--- config.mk ---
export PLATFORM = sky130hd
export DESIGN_NAME = alu_execute
export DESIGN_NICKNAME = d
export VERILOG_FILES = /design/src/rtl/alu_pkg.sv /design/src/rtl/alu_ctrl_dec.sv /design/src/rtl/alu_execute.sv
export SDC_FILE = /design/constraint.sdc
export NUM_CORES = 1
export LEC_CHECK = 0
export ABC_AREA = 1
export CORE_MARGIN = 4
export CORE_UTILIZATION = 45
export CTS_CLUSTER_DIAMETER = 200
export CTS_CLUSTER_SIZE = 8
export DETAILED_ROUTE_END_ITERATION = 7
export HOLD_SLACK_MARGIN = 0.08
export PLACE_DENSITY = 0.78
export SKIP_LAST_GASP = 1
export SYNTH_ARGS = -nofsm -noshare
export SYNTH_HDL_FRONTEND = slang
export SYNTH_SLANG_ARGS = --single-unit
--- constraint.sdc ---
create_clock -name clk -period 7.4 [get_ports clk]
set_input_delay 1.48 -clock clk [delete_from_list [all_inputs] [get_ports clk]]
set_output_delay 1.48 -clock clk [all_outputs]
set_load 0.01 [all_outputs]
--- src/rtl/alu_pkg.sv ---
// Shared encodings for the execute stage: ALUOP classes, funct codes, ALU op codes.
// Included by alu_ctrl_dec and alu_execute.
package alu_pkg;

   localparam int DATA_W = 32;
   localparam int OP_W   = 6;

   // ALUOP classes from the main control unit
   localparam logic [OP_W-1:0] ALUOP_ADD   = 6'd0;
   localparam logic [OP_W-1:0] ALUOP_SUB   = 6'd1;
   localparam logic [OP_W-1:0] ALUOP_FUNCT = 6'd2;
   localparam logic [OP_W-1:0] ALUOP_AND   = 6'd3;
   localparam logic [OP_W-1:0] ALUOP_OR    = 6'd4;
   localparam logic [OP_W-1:0] ALUOP_SLT   = 6'd5;
   localparam logic [OP_W-1:0] ALUOP_XOR   = 6'd6;
   localparam logic [OP_W-1:0] ALUOP_LUI   = 6'd7;

   // R-type funct field values
   localparam logic [5:0] FN_SLL  = 6'h00;
   localparam logic [5:0] FN_SRL  = 6'h02;
   localparam logic [5:0] FN_SRA  = 6'h03;
   localparam logic [5:0] FN_ADD  = 6'h20;
   localparam logic [5:0] FN_ADDU = 6'h21;
   localparam logic [5:0] FN_SUB  = 6'h22;
   localparam logic [5:0] FN_SUBU = 6'h23;
   localparam logic [5:0] FN_AND  = 6'h24;
   localparam logic [5:0] FN_OR   = 6'h25;
   localparam logic [5:0] FN_XOR  = 6'h26;
   localparam logic [5:0] FN_NOR  = 6'h27;
   localparam logic [5:0] FN_SLT  = 6'h2A;
   localparam logic [5:0] FN_SLTU = 6'h2B;

   // ALU operation codes
   localparam logic [OP_W-1:0] OP_AND     = 6'd0;
   localparam logic [OP_W-1:0] OP_OR      = 6'd1;
   localparam logic [OP_W-1:0] OP_ADD     = 6'd2;
   localparam logic [OP_W-1:0] OP_XOR     = 6'd3;
   localparam logic [OP_W-1:0] OP_SUB     = 6'd6;
   localparam logic [OP_W-1:0] OP_SLT     = 6'd7;
   localparam logic [OP_W-1:0] OP_SLL     = 6'd8;
   localparam logic [OP_W-1:0] OP_SRL     = 6'd9;
   localparam logic [OP_W-1:0] OP_SRA     = 6'd10;
   localparam logic [OP_W-1:0] OP_NOR     = 6'd12;
   localparam logic [OP_W-1:0] OP_LUI     = 6'd13;
   localparam logic [OP_W-1:0] OP_SLTU    = 6'd14;
   localparam logic [OP_W-1:0] OP_INVALID = 6'd63;

endpackage

--- src/rtl/alu_ctrl_dec.sv ---
// ALU control decoder: ALUOP class + funct -> ALU op code. Shift ops only with ALU_SHIFT_EN.
// Latency: combinational. Backpressure: none.
module alu_ctrl_dec
   import alu_pkg::*;
(
   input  logic [OP_W-1:0] alu_op,
   input  logic [5:0]      func,
   output logic [OP_W-1:0] op
);

   logic [OP_W-1:0] funct_op;

   always_comb begin
      funct_op = OP_INVALID;
      case (func)
         FN_ADD, FN_ADDU: funct_op = OP_ADD;
         FN_SUB, FN_SUBU: funct_op = OP_SUB;
         FN_AND:          funct_op = OP_AND;
         FN_OR:           funct_op = OP_OR;
         FN_XOR:          funct_op = OP_XOR;
         FN_NOR:          funct_op = OP_NOR;
         FN_SLT:          funct_op = OP_SLT;
         FN_SLTU:         funct_op = OP_SLTU;
`ifdef ALU_SHIFT_EN
         FN_SLL:          funct_op = OP_SLL;
         FN_SRL:          funct_op = OP_SRL;
         FN_SRA:          funct_op = OP_SRA;
`endif
         default:         funct_op = OP_INVALID;
      endcase
   end

   always_comb begin
      op = OP_INVALID;
      case (alu_op)
         ALUOP_ADD:   op = OP_ADD;
         ALUOP_SUB:   op = OP_SUB;
         ALUOP_FUNCT: op = funct_op;
         ALUOP_AND:   op = OP_AND;
         ALUOP_OR:    op = OP_OR;
         ALUOP_SLT:   op = OP_SLT;
         ALUOP_XOR:   op = OP_XOR;
         ALUOP_LUI:   op = OP_LUI;
         default:     op = OP_INVALID;
      endcase
   end

endmodule

--- src/rtl/alu_execute.sv ---
// Execute stage: PC+4, ALU control decode, 32-bit ALU; shifter present only with ALU_SHIFT_EN.
// Latency: outputs combinational, *_q copies one cycle later. Backpressure: none.
module alu_execute
   import alu_pkg::*;
(
   input  logic              clk,
   input  logic              reset,
   input  logic [DATA_W-1:0] pc,
   output logic [DATA_W-1:0] pc_end,
   input  logic [OP_W-1:0]   ALUOP,
   input  logic [5:0]        func,
   output logic [OP_W-1:0]   alu_control_out,
   input  logic [DATA_W-1:0] read_data1,
   input  logic [DATA_W-1:0] read_data2,
   output logic [DATA_W-1:0] ALU_result,
   output logic              zero,
   output logic [DATA_W-1:0] ALU_result_q,
   output logic              zero_q
);

   assign pc_end = pc + 32'd4;

   alu_ctrl_dec u_ctrl_dec (
      .alu_op (ALUOP),
      .func   (func),
      .op     (alu_control_out)
   );

   always_comb begin
      ALU_result = '0;
      case (alu_control_out)
         OP_ADD:  ALU_result = read_data1 + read_data2;
         OP_SUB:  ALU_result = read_data1 - read_data2;
         OP_AND:  ALU_result = read_data1 & read_data2;
         OP_OR:   ALU_result = read_data1 | read_data2;
         OP_XOR:  ALU_result = read_data1 ^ read_data2;
         OP_NOR:  ALU_result = ~(read_data1 | read_data2);
         OP_SLT:  ALU_result = {31'd0, $signed(read_data1) < $signed(read_data2)};
         OP_SLTU: ALU_result = {31'd0, read_data1 < read_data2};
         OP_LUI:  ALU_result = {read_data2[15:0], 16'h0000};
`ifdef ALU_SHIFT_EN
         // shift amount comes from operand A, the value shifted is operand B
         OP_SLL:  ALU_result = read_data2 << read_data1[4:0];
         OP_SRL:  ALU_result = read_data2 >> read_data1[4:0];
         OP_SRA:  ALU_result = $unsigned($signed(read_data2) >>> read_data1[4:0]);
`endif
         default: ALU_result = '0;
      endcase
   end

   assign zero = (ALU_result == '0);

   always_ff @(posedge clk) begin
      if (reset) begin
         ALU_result_q <= '0;
         zero_q       <= 1'b0;
      end else begin
         ALU_result_q <= ALU_result;
         zero_q       <= zero;
      end
   end

endmodule

## Yosys cells after proc, flatten, opt, wreduce, memory -nomap -nowiden

Index checks and enable logic that the tools add are counted.

- Bits of input ports: 110
- Register bits after elaboration: 33
- Logic and storage cells: 44
- Output and inout bits: 104

- Add/sub/neg operators: 3
- Order comparisons: 2
- Bitwise logic cells: 4
- Muxes and demuxes: 3
- Reductions and logical operators: 5
- Equal/unequal tests: 25

Operators by type and width:

| cell | count |
|---|---|
| $pmux W32 S9 | 1 |
| $pmux W6 S8 | 2 |
| $lt A32 B32 Y1 | 2 |
| $eq A6 B6 Y1 const B | 10 |
| $eq A6 B3 Y1 const B | 6 |
| $add A32 B3 Y32 const B | 1 |
| $add A32 B32 Y32 | 1 |
| $and A32 B32 Y32 | 1 |
| $logic_not A32 Y1 | 1 |
| $not A32 Y32 | 1 |
| $or A32 B32 Y32 | 1 |
| $sub A32 B32 Y32 | 1 |
| $xor A32 B32 Y32 | 1 |
| $eq A6 B2 Y1 const B | 4 |
| $eq A6 B4 Y1 const B | 3 |
| $eq A6 B1 Y1 const B | 2 |
| $logic_not A6 Y1 | 2 |
| $reduce_or A2 Y1 | 2 |

## Depth between registers and ports, before layout

Gate-level depths: netlist of the first run.

- Depth in word-level cells: 7
- Gate-level depth with buffers: 22
- Mapped depth without buffers: 22

## Cells and area by module

From an unflattened synthesis of the first run, not the netlist that was laid out.

- Cells, all modules: 1704
- Area, all modules: 8956.1 um2

By module, submodules not included:

| module | area an instance (um2) | cells each | times used |
|---|---|---|---|
| alu_execute | 8610.8 | 1631 | 1 |
| alu_ctrl_dec | 345.3 | 73 | 1 |

## Worst setup path before layout of the first run

No wires, ideal clock.

- Kind: in2out
- Start: input read_data1[0]
- End: output zero
- Required time: 5.920 ns
- Arrival: 3.729 ns
- Setup slack: 2.191 ns
- Cell stages on the path: 15
- Path through: ha_1 -> fa_1 -> nand2_1 -> nand2_1 -> and2_1 -> a21oi_1 -> o21ai_0 -> or2_2 -> nand3_1 -> nand3_1 -> nor2_1 -> nand2_1 -> nor2_1 -> nand2_1 -> nor2_1

- Elaborated cells between the ends (all ways): 10
- Those cells by class: add/sub (2); order compare (2); mux (1); bitwise (4); reduce/logical (1)

RTL lines:

| item | RTL line | source |
|---|---|---|
| from (decl) | alu_execute.sv:13 | `input logic [DATA_W-1:0] read_data1,` |
| $sub A32 B32 Y32 or $add A32 B32 Y32 (tied branches) | alu_execute.sv:33, alu_execute.sv:32 |  |
| $pmux W32 S9 * | alu_execute.sv:31 | `case (alu_control_out)` |
| via ALU_result[16] | alu_execute.sv:15 | `output logic [DATA_W-1:0] ALU_result,` |
| $logic_not A32 Y1 * | alu_execute.sv:51 | `assign zero = (ALU_result == '0);` |
| to (decl) | alu_execute.sv:16 | `output logic zero,` |

The timed path passes the listed nets; every way through them passes the cells marked *.

## Worst setup path in the final report of the first run

- Start: input read_data2[0]
- End: output zero

- Longest elaborated chain between the ends: 4
- Elaborated cells between the ends (all ways): 10
- Those cells by class: add/sub (2); order compare (2); mux (1); bitwise (4); reduce/logical (1)

RTL lines:

| item | RTL line | source |
|---|---|---|
| from (decl) | alu_execute.sv:14 | `input logic [DATA_W-1:0] read_data2,` |
| parallel branches: the longest is 2 deep, another holds $sub A32 B32 Y32 | n/a |  |
| $pmux W32 S9 * | alu_execute.sv:31 |  |
| $logic_not A32 Y1 * | alu_execute.sv:51 |  |

Every way passes the cells marked *.

==> key figures, run 1 <==
Finish
  • Layout area overhead: 27.1%
  • # diodes: 0
  • Layout cells sized above 1: between 4 and 5%
  • FILL cells: 2,026
  • Layout Utilization: 58.4%
  • Fin nets: 2,071
  • Design Area, Final: between 10,000 and 15,000 sq um
  • Most frequent cells in the layout: nand2_1 (462), inv_1 (309), nor2_1 (215), clkdlybuf4s50_1 (209), nand3_1 (163)
  • Commonest non-fill, non-tap cell in the layout: nand2_1

Logic synthesis
  • Synthesis Warnings: 0
  • Seq/Total Area, Yosys: under 10%
  • Post-Syn Nets: about 1,900
  • Syn Inst Count: around 1,700
  • Mapped Avg Cell Area: between 5 and 6 sq um
  • Post-synthesis cell area: roughly 9000 sq um
  • Synth cell types: 47
  • #FFs+latches synth: 33

Timing
  • Fin crit period: 7.11 ns
  • Worst-Margin Slew: roughly 1.2 ns
  • Max-slew headroom: a little under a quarter
  • Tcrit/Tclk final: a little over nine tenths
  • RSZ-0062 raised after global routing: false
  • Max Clock Freq: 141 MHz
  • Min Hold Slack: about 2.2 ns
  • Final setup TNS: 0 ns
  • Setup Viol. Count Final: 0
  • Final hold violations: 0
  • Final Slew Violations: 0

Critical path
  • Buf/Inv on CP: 2
  • Worst Path Required: 5.92 ns
  • Critical Path Fanout Max: 4
  • CP peak stage delay: roughly 0.55 ns
  • Kind of critical path: in -> out
  • CP Launch Type: primary input
  • Levels on crit path: 17
  • Cells along the critical path: clkdlybuf4s50_1, ha_1, fa_1, nand2_1, nand2_1, and2_1, a21oi_2, o21ai_0, or2_2, nand3_1, nand3_1, nor2_1, nand2_1, nor2_1, nand2_1, nor2_1, clkdlybuf4s50_1
  • Slowest stage cell, crit path: clkdlybuf4s50_1
  • CP top delay family: simple AND/OR/NAND/NOR gates
  • Worst Setup End Kind: output port
  • Critical Path AT: 5.63 ns
  • Most used cell along the critical path: nand2_1

Min path
  • Min-delay worst type: in -> reg
  • Hold path depth: 6

Placed design
  • # port buffers: approximately 210
  • RePlAce Congestion: between 1 and 1.5
  • HPWL Detailed: 36,100 um
  • Placed instance area: around 11,000 sq um

Global route
  • Vias in the first global route: 10,858
  • GRT overflow: 0
  • First-pass GRT wire length: ~63,000 um
  • Total track usage: 37.2%
  • Initial antenna violation count: 0
  • Largest net degree at the start of global routing: 25

Die
  • FP Rows: 51
  • DIE WIDTH: roughly 150 um
  • Core outline area: a little under 20,000 sq um
  • Initial Util: approximately 46%
  • Die span in y: 149 um
  • I/O pin cnt: approximately 210
  • Total die area: 22,300 sq um

Route
  • # DRC: 1
  • Vias per inst: around 5.5
  • Drt first pass iters: 8
  • DRT Wirelength: around 43,000 um
  • Initial DRC count: roughly 1,400
  • Via count: about 12,000
  • Post-DR wirelength/cell: 20.3 um
  • Post-route ant nets: 0

Clock network
  • H-tree depth: 2
  • Clock slew at reported path FFs: 0.07 ns
  • Num CTS Buffers: 5
  • CTS max path bufs: 2
  • CTS tree: built
  • CTS Root Cell: clkbuf_16
  • Setup repair bufs after CTS: 0
  • CTS Sinks: 33

Run
  • Max-Cap Viols: 0

Pwr
  • Peak VDD IR: 0.0914 mV
  • Power Dens Cells: slightly below 100 nW/um^2
  • Cell leakage power: around 0.0061 uW

Outcome
  • Status: finished, violations left
  • Failing checks: DRC
[final timing paths]
| kind | from | end | slack (ns) |
|---|---|---|---|
| hold / removal | read_data2[1] | ALU_result_q[1] | 2.16 |
| setup / recovery | read_data2[0] | zero | 0.29 |
[sequential cells by signal (all words and copies together) (netlist names)]
name          cells
zero_q            1
ALU_result_q     32
[repair_timing]
action,in CTS,in global routing
resized for setup,0,1
setup endpoints to repair,0,1
hold buffers,0,0
[kinds of logic (layout without fill, tap and decap cells)]
kind of cell / count (synthesis) / in the layout / synth area share (%)
adders and majority gates: 99 / 99 / 13.9
and+or+nand+nor: 967 / 967 / 47.4
xor gates and xnor gates: 48 / 48 / 4.67
DFF: 33 / 33 / 7.34
AOI/OAI and AO/OA: 168 / 168 / 10.2
buffers and inverters: 362 / 548 / 16.5
[tightest hold or removal path: stages]
cell,delay (ns)
clkdlybuf4s50_1,0.53
fa_1,0.19
nand2_1,0.05
nand2_1,0.06
nor3_2,0.05
nor2_1,0.07
[where the power goes]
group	internal (uW)	total (uW)	switching, uW
Clock	160	260	100
Combinational	237	661	423
Sequential	182	183	1.18
[area by class of cell]
cell class / instances / area, sq um / share of cell area [%]
Timing Repair Buffer: 228 / 2230 / 19.5
Tap cell: 265 / 332 / 2.90
Inverter: 312 / 1170 / 10.2
Sequential cell: 33 / 661 / 5.77
Multi-Input combinational cell: 1282 / 6870 / 60.1
Clock buffer: 5 / 125 / 1.09
Clock inverter: 3 / 46.3 / 0.405
[cell usage after synthesis (all sizes together)]
library cell	n	area, sq um
fa	2	40.0
or2	2	12.5
a31oi	6	37.5
nand2	467	1780
o21ai	56	284
nor2	236	968
nand3b	12	90.1
a22oi	1	7.51
a21oi	82	422
o2111ai	1	8.76
xnor2	11	96.3
nor3b	2	20.0
ha	97	1210
and3	1	6.26
o22ai	7	43.8
or4	1	7.51
inv	312	1170
xor2	37	324
buf	28	226
nand3	170	893
and2	5	31.3
nor3	21	130
dfxtp	33	661
o211ai	2	15.0
a21o	1	7.51
clkbuf	22	82.6
nand4	44	282
nor4	6	50.0
a21boi	1	7.51
o21bai	11	82.6
[metrics by stage]
stage	setup WS [ns]	std cells	total power, uW
final	0.288	2128	1100
after floorplan	2.19	1677	557
after CTS	0.188	2128	1090
after global placement	0.181	2120	823
after global routing	0.193	2128	1160
after detailed placement	0.195	2120	825
[metal layers]
| layer | routed length, um | part of all wire (%) | track usage [%] |
|---|---|---|---|
| met4 | 2010 | 4.6 | 14.7 |
| met2 | 19000 | 44 | 59.5 |
| met5 | 0 | 0 | 0 |
| met3 | 5400 | 12 | 8.72 |
| met1 | 16800 | 39 | 48.2 |
Note: power is estimated with default switching activity, not from simulation.
==> run 2, diff against run 1 <==
--- a/config.mk
+++ b/config.mk
@@ -7,4 +7,5 @@
 export LEC_CHECK = 0
 export ABC_AREA = 1
+export CORE_ASPECT_RATIO = 1.5
 export CORE_MARGIN = 4
 export CORE_UTILIZATION = 45
==> constraint.sdc (replaced) <==
create_clock -name clk -period 7.4 [get_ports clk]
set_input_delay 1.48 -clock clk [delete_from_list [all_inputs] [get_ports clk]]
set_output_delay 1.48 -clock clk [all_outputs]
set_load 0.02 [all_outputs]
==> key figures, run 2 (synthesized netlist as in run 1, its figures left out) <==
Critical path
  • CP peak stage delay: a little over 0.6 ns
  • Most used cell along the critical path: nand2_1
  • Worst Setup End Kind: output port
  • Kind of critical path: in -> out
  • Cells along the critical path: clkdlybuf4s50_1, inv_1, ha_1, nor2_1, nand2_1, nor2_1, nand2_1, nand2_1, nand3b_1, nand2_1, nand2_1, nand3_1, nand3_1, nor2_1, nand2_1, nor2_1, nand2_1, nor2_1, clkdlybuf4s50_1
  • Slowest stage cell, crit path: clkdlybuf4s50_1
  • Critical Path AT: roughly 5.8 ns
  • Buf/Inv on CP: 3
  • CP top delay family: simple AND/OR/NAND/NOR gates
  • Critical Path Fanout Max: 9
  • Worst Path Required: ~5.9 ns
  • CP Launch Type: primary input

Global route
  • Largest net degree at the start of global routing: between 40 and 50
  • First-pass GRT wire length: ~66,000 um
  • GRT overflow: 0
  • Total track usage: between 30% and 40%
  • Vias in the first global route: ~12,000
  • Initial antenna violation count: 0

Placed design
  • RePlAce Congestion: 1.16
  • # port buffers: 209
  • DP Worst Slack: roughly 0.21 ns
  • HPWL Detailed: ~38,000 um

Finish
  • Multi-input logic area: between 6000 and 7000 sq um
  • Largest regs: ALU_result_q x32, zero_q x1
  • Largest register by flop count: ALU_result_q
  • # diodes: 0
  • Layout cells sized above 1: between 4 and 5%
  • Register Area: between 600 and 700 sq um
  • FILL cells: around 2,100
  • Number of flip-flops in the largest register: 32
  • Most frequent cells in the layout: nand2_1 (462), inv_1 (309), nor2_1 (215), clkdlybuf4s50_1 (209), nand3_1 (163)
  • Fin nets: 2,083
  • Layout area overhead: 28.0%
  • Commonest non-fill, non-tap cell in the layout: nand2_1

Clock network
  • CTS Root Cell: clkbuf_16
  • Setup repair bufs after CTS: 0
  • CTS max path bufs: 2
  • H-tree depth: 2
  • Post-CTS Hold Buffers: 0
  • CTS Sinks: 33
  • PostCTS Resize Cnt: 0
  • Num CTS Buffers: 5
  • CTS tree: built
  • Clock slew at reported path FFs: roughly 0.060 ns

Timing
  • Fin crit period: 7.29 ns
  • Final setup TNS: 0 ns
  • Max-slew headroom: 44.3%
  • Final worst setup slack: 0.112 ns
  • Final Slew Violations: 0
  • Worst-Margin Slew: around 0.83 ns
  • Tcrit/Tclk final: a little over nine tenths
  • Setup Viol. Count Final: 0
  • Max Clock Freq: approximately 140 MHz
  • Final hold violations: 0
  • RSZ-0062 raised after global routing: false

Min path
  • Min-delay worst type: in -> reg

Route
  • Top sig layer: met4
  • Met1 WL: roughly 15,000 um
  • DRT Wirelength: 45,200 um
  • Met2 Wirelength: 21,600 um
  • Via count: about 12,000
  • Vias per inst: around 5.6
  • # DRC: 0
  • Post-DR wirelength/cell: 21.2 um
  • Post-route ant nets: 0
  • Drt first pass iters: 5
  • Met3 WL: 3490 um
  • Initial DRC count: 1,170

Pwr
  • Cell leakage power: between 0.006 and 0.007 uW
  • Peak VDD IR: roughly 0.067 mV
  • Power Dens Cells: 98.4 nW/um^2
  • Total power: 1130 uW

Die
  • FP Rows: 63
  • Die span in y: roughly 180 um
  • I/O pin cnt: approximately 210
  • Total die area: between 20,000 and 25,000 sq um
  • Core outline area: between 15,000 and 20,000 sq um
  • Initial Util: between 40% and 50%
  • DIE WIDTH: approximately 120 um

Run
  • Max-Cap Viols: 0

Outcome
  • Status: finished, final reports clean
-- run 2: cell types whose count changed in the layout (fill, tap and decap cells not counted) --
cell | before | now
a21oi_1 | 80 | 81
a21oi_2 | 1 | 0
clkinvlp_4 | 1 | 0
buf_4 | 19 | 31
clkbuf_1 | 0 | 1
clkinv_4 | 1 | 0
clkbuf_8 | 0 | 1
-- run 2: metal layers --
layer | vias up | GRT usage (%)
met1 | 5320 | 38.2
met2 | 665 | 67.8
met5 | - | 0
met4 | 0 | 36.9
li1 | 5643 | -
met3 | 238 | 8.99
-- run 2: final timing paths --
path,slack (ns),cells after the start,end,startpoint
hold / removal,1.98,3,ALU_result_q[1],reset
setup / recovery,0.11,19,zero,read_data1[12]
-- run 2: cell type report --
cell class,instances,area share [%]
clock buffers,7,1.24
inverters,312,10.2
flip-flops and latches,33,5.73
clock inverters,1,0.261
repair buffers,240,20.2
multi-input cells,1282,59.6
well taps,260,2.82
-- run 2: report_power, final --
part / internal, uW / switching [uW] / total, uW
sequential: 182 / 1.20 / 184
clock: 168 / 92.2 / 261
combinational: 244 / 446 / 690
-- run 2: metrics by stage --
step                hold slack (ns)  instance area [sq um]  utilization [%]  cells
floorplan                      1.67                   9000                -   1677
global placement               2.28                  11300             57.6   2127
detailed placement             2.28                  11300             57.6   2127
CTS                            1.98                  11500             58.5   2135
global route                   2.01                  11500             58.5   2135
finish                         1.98                  11500             58.5   2135
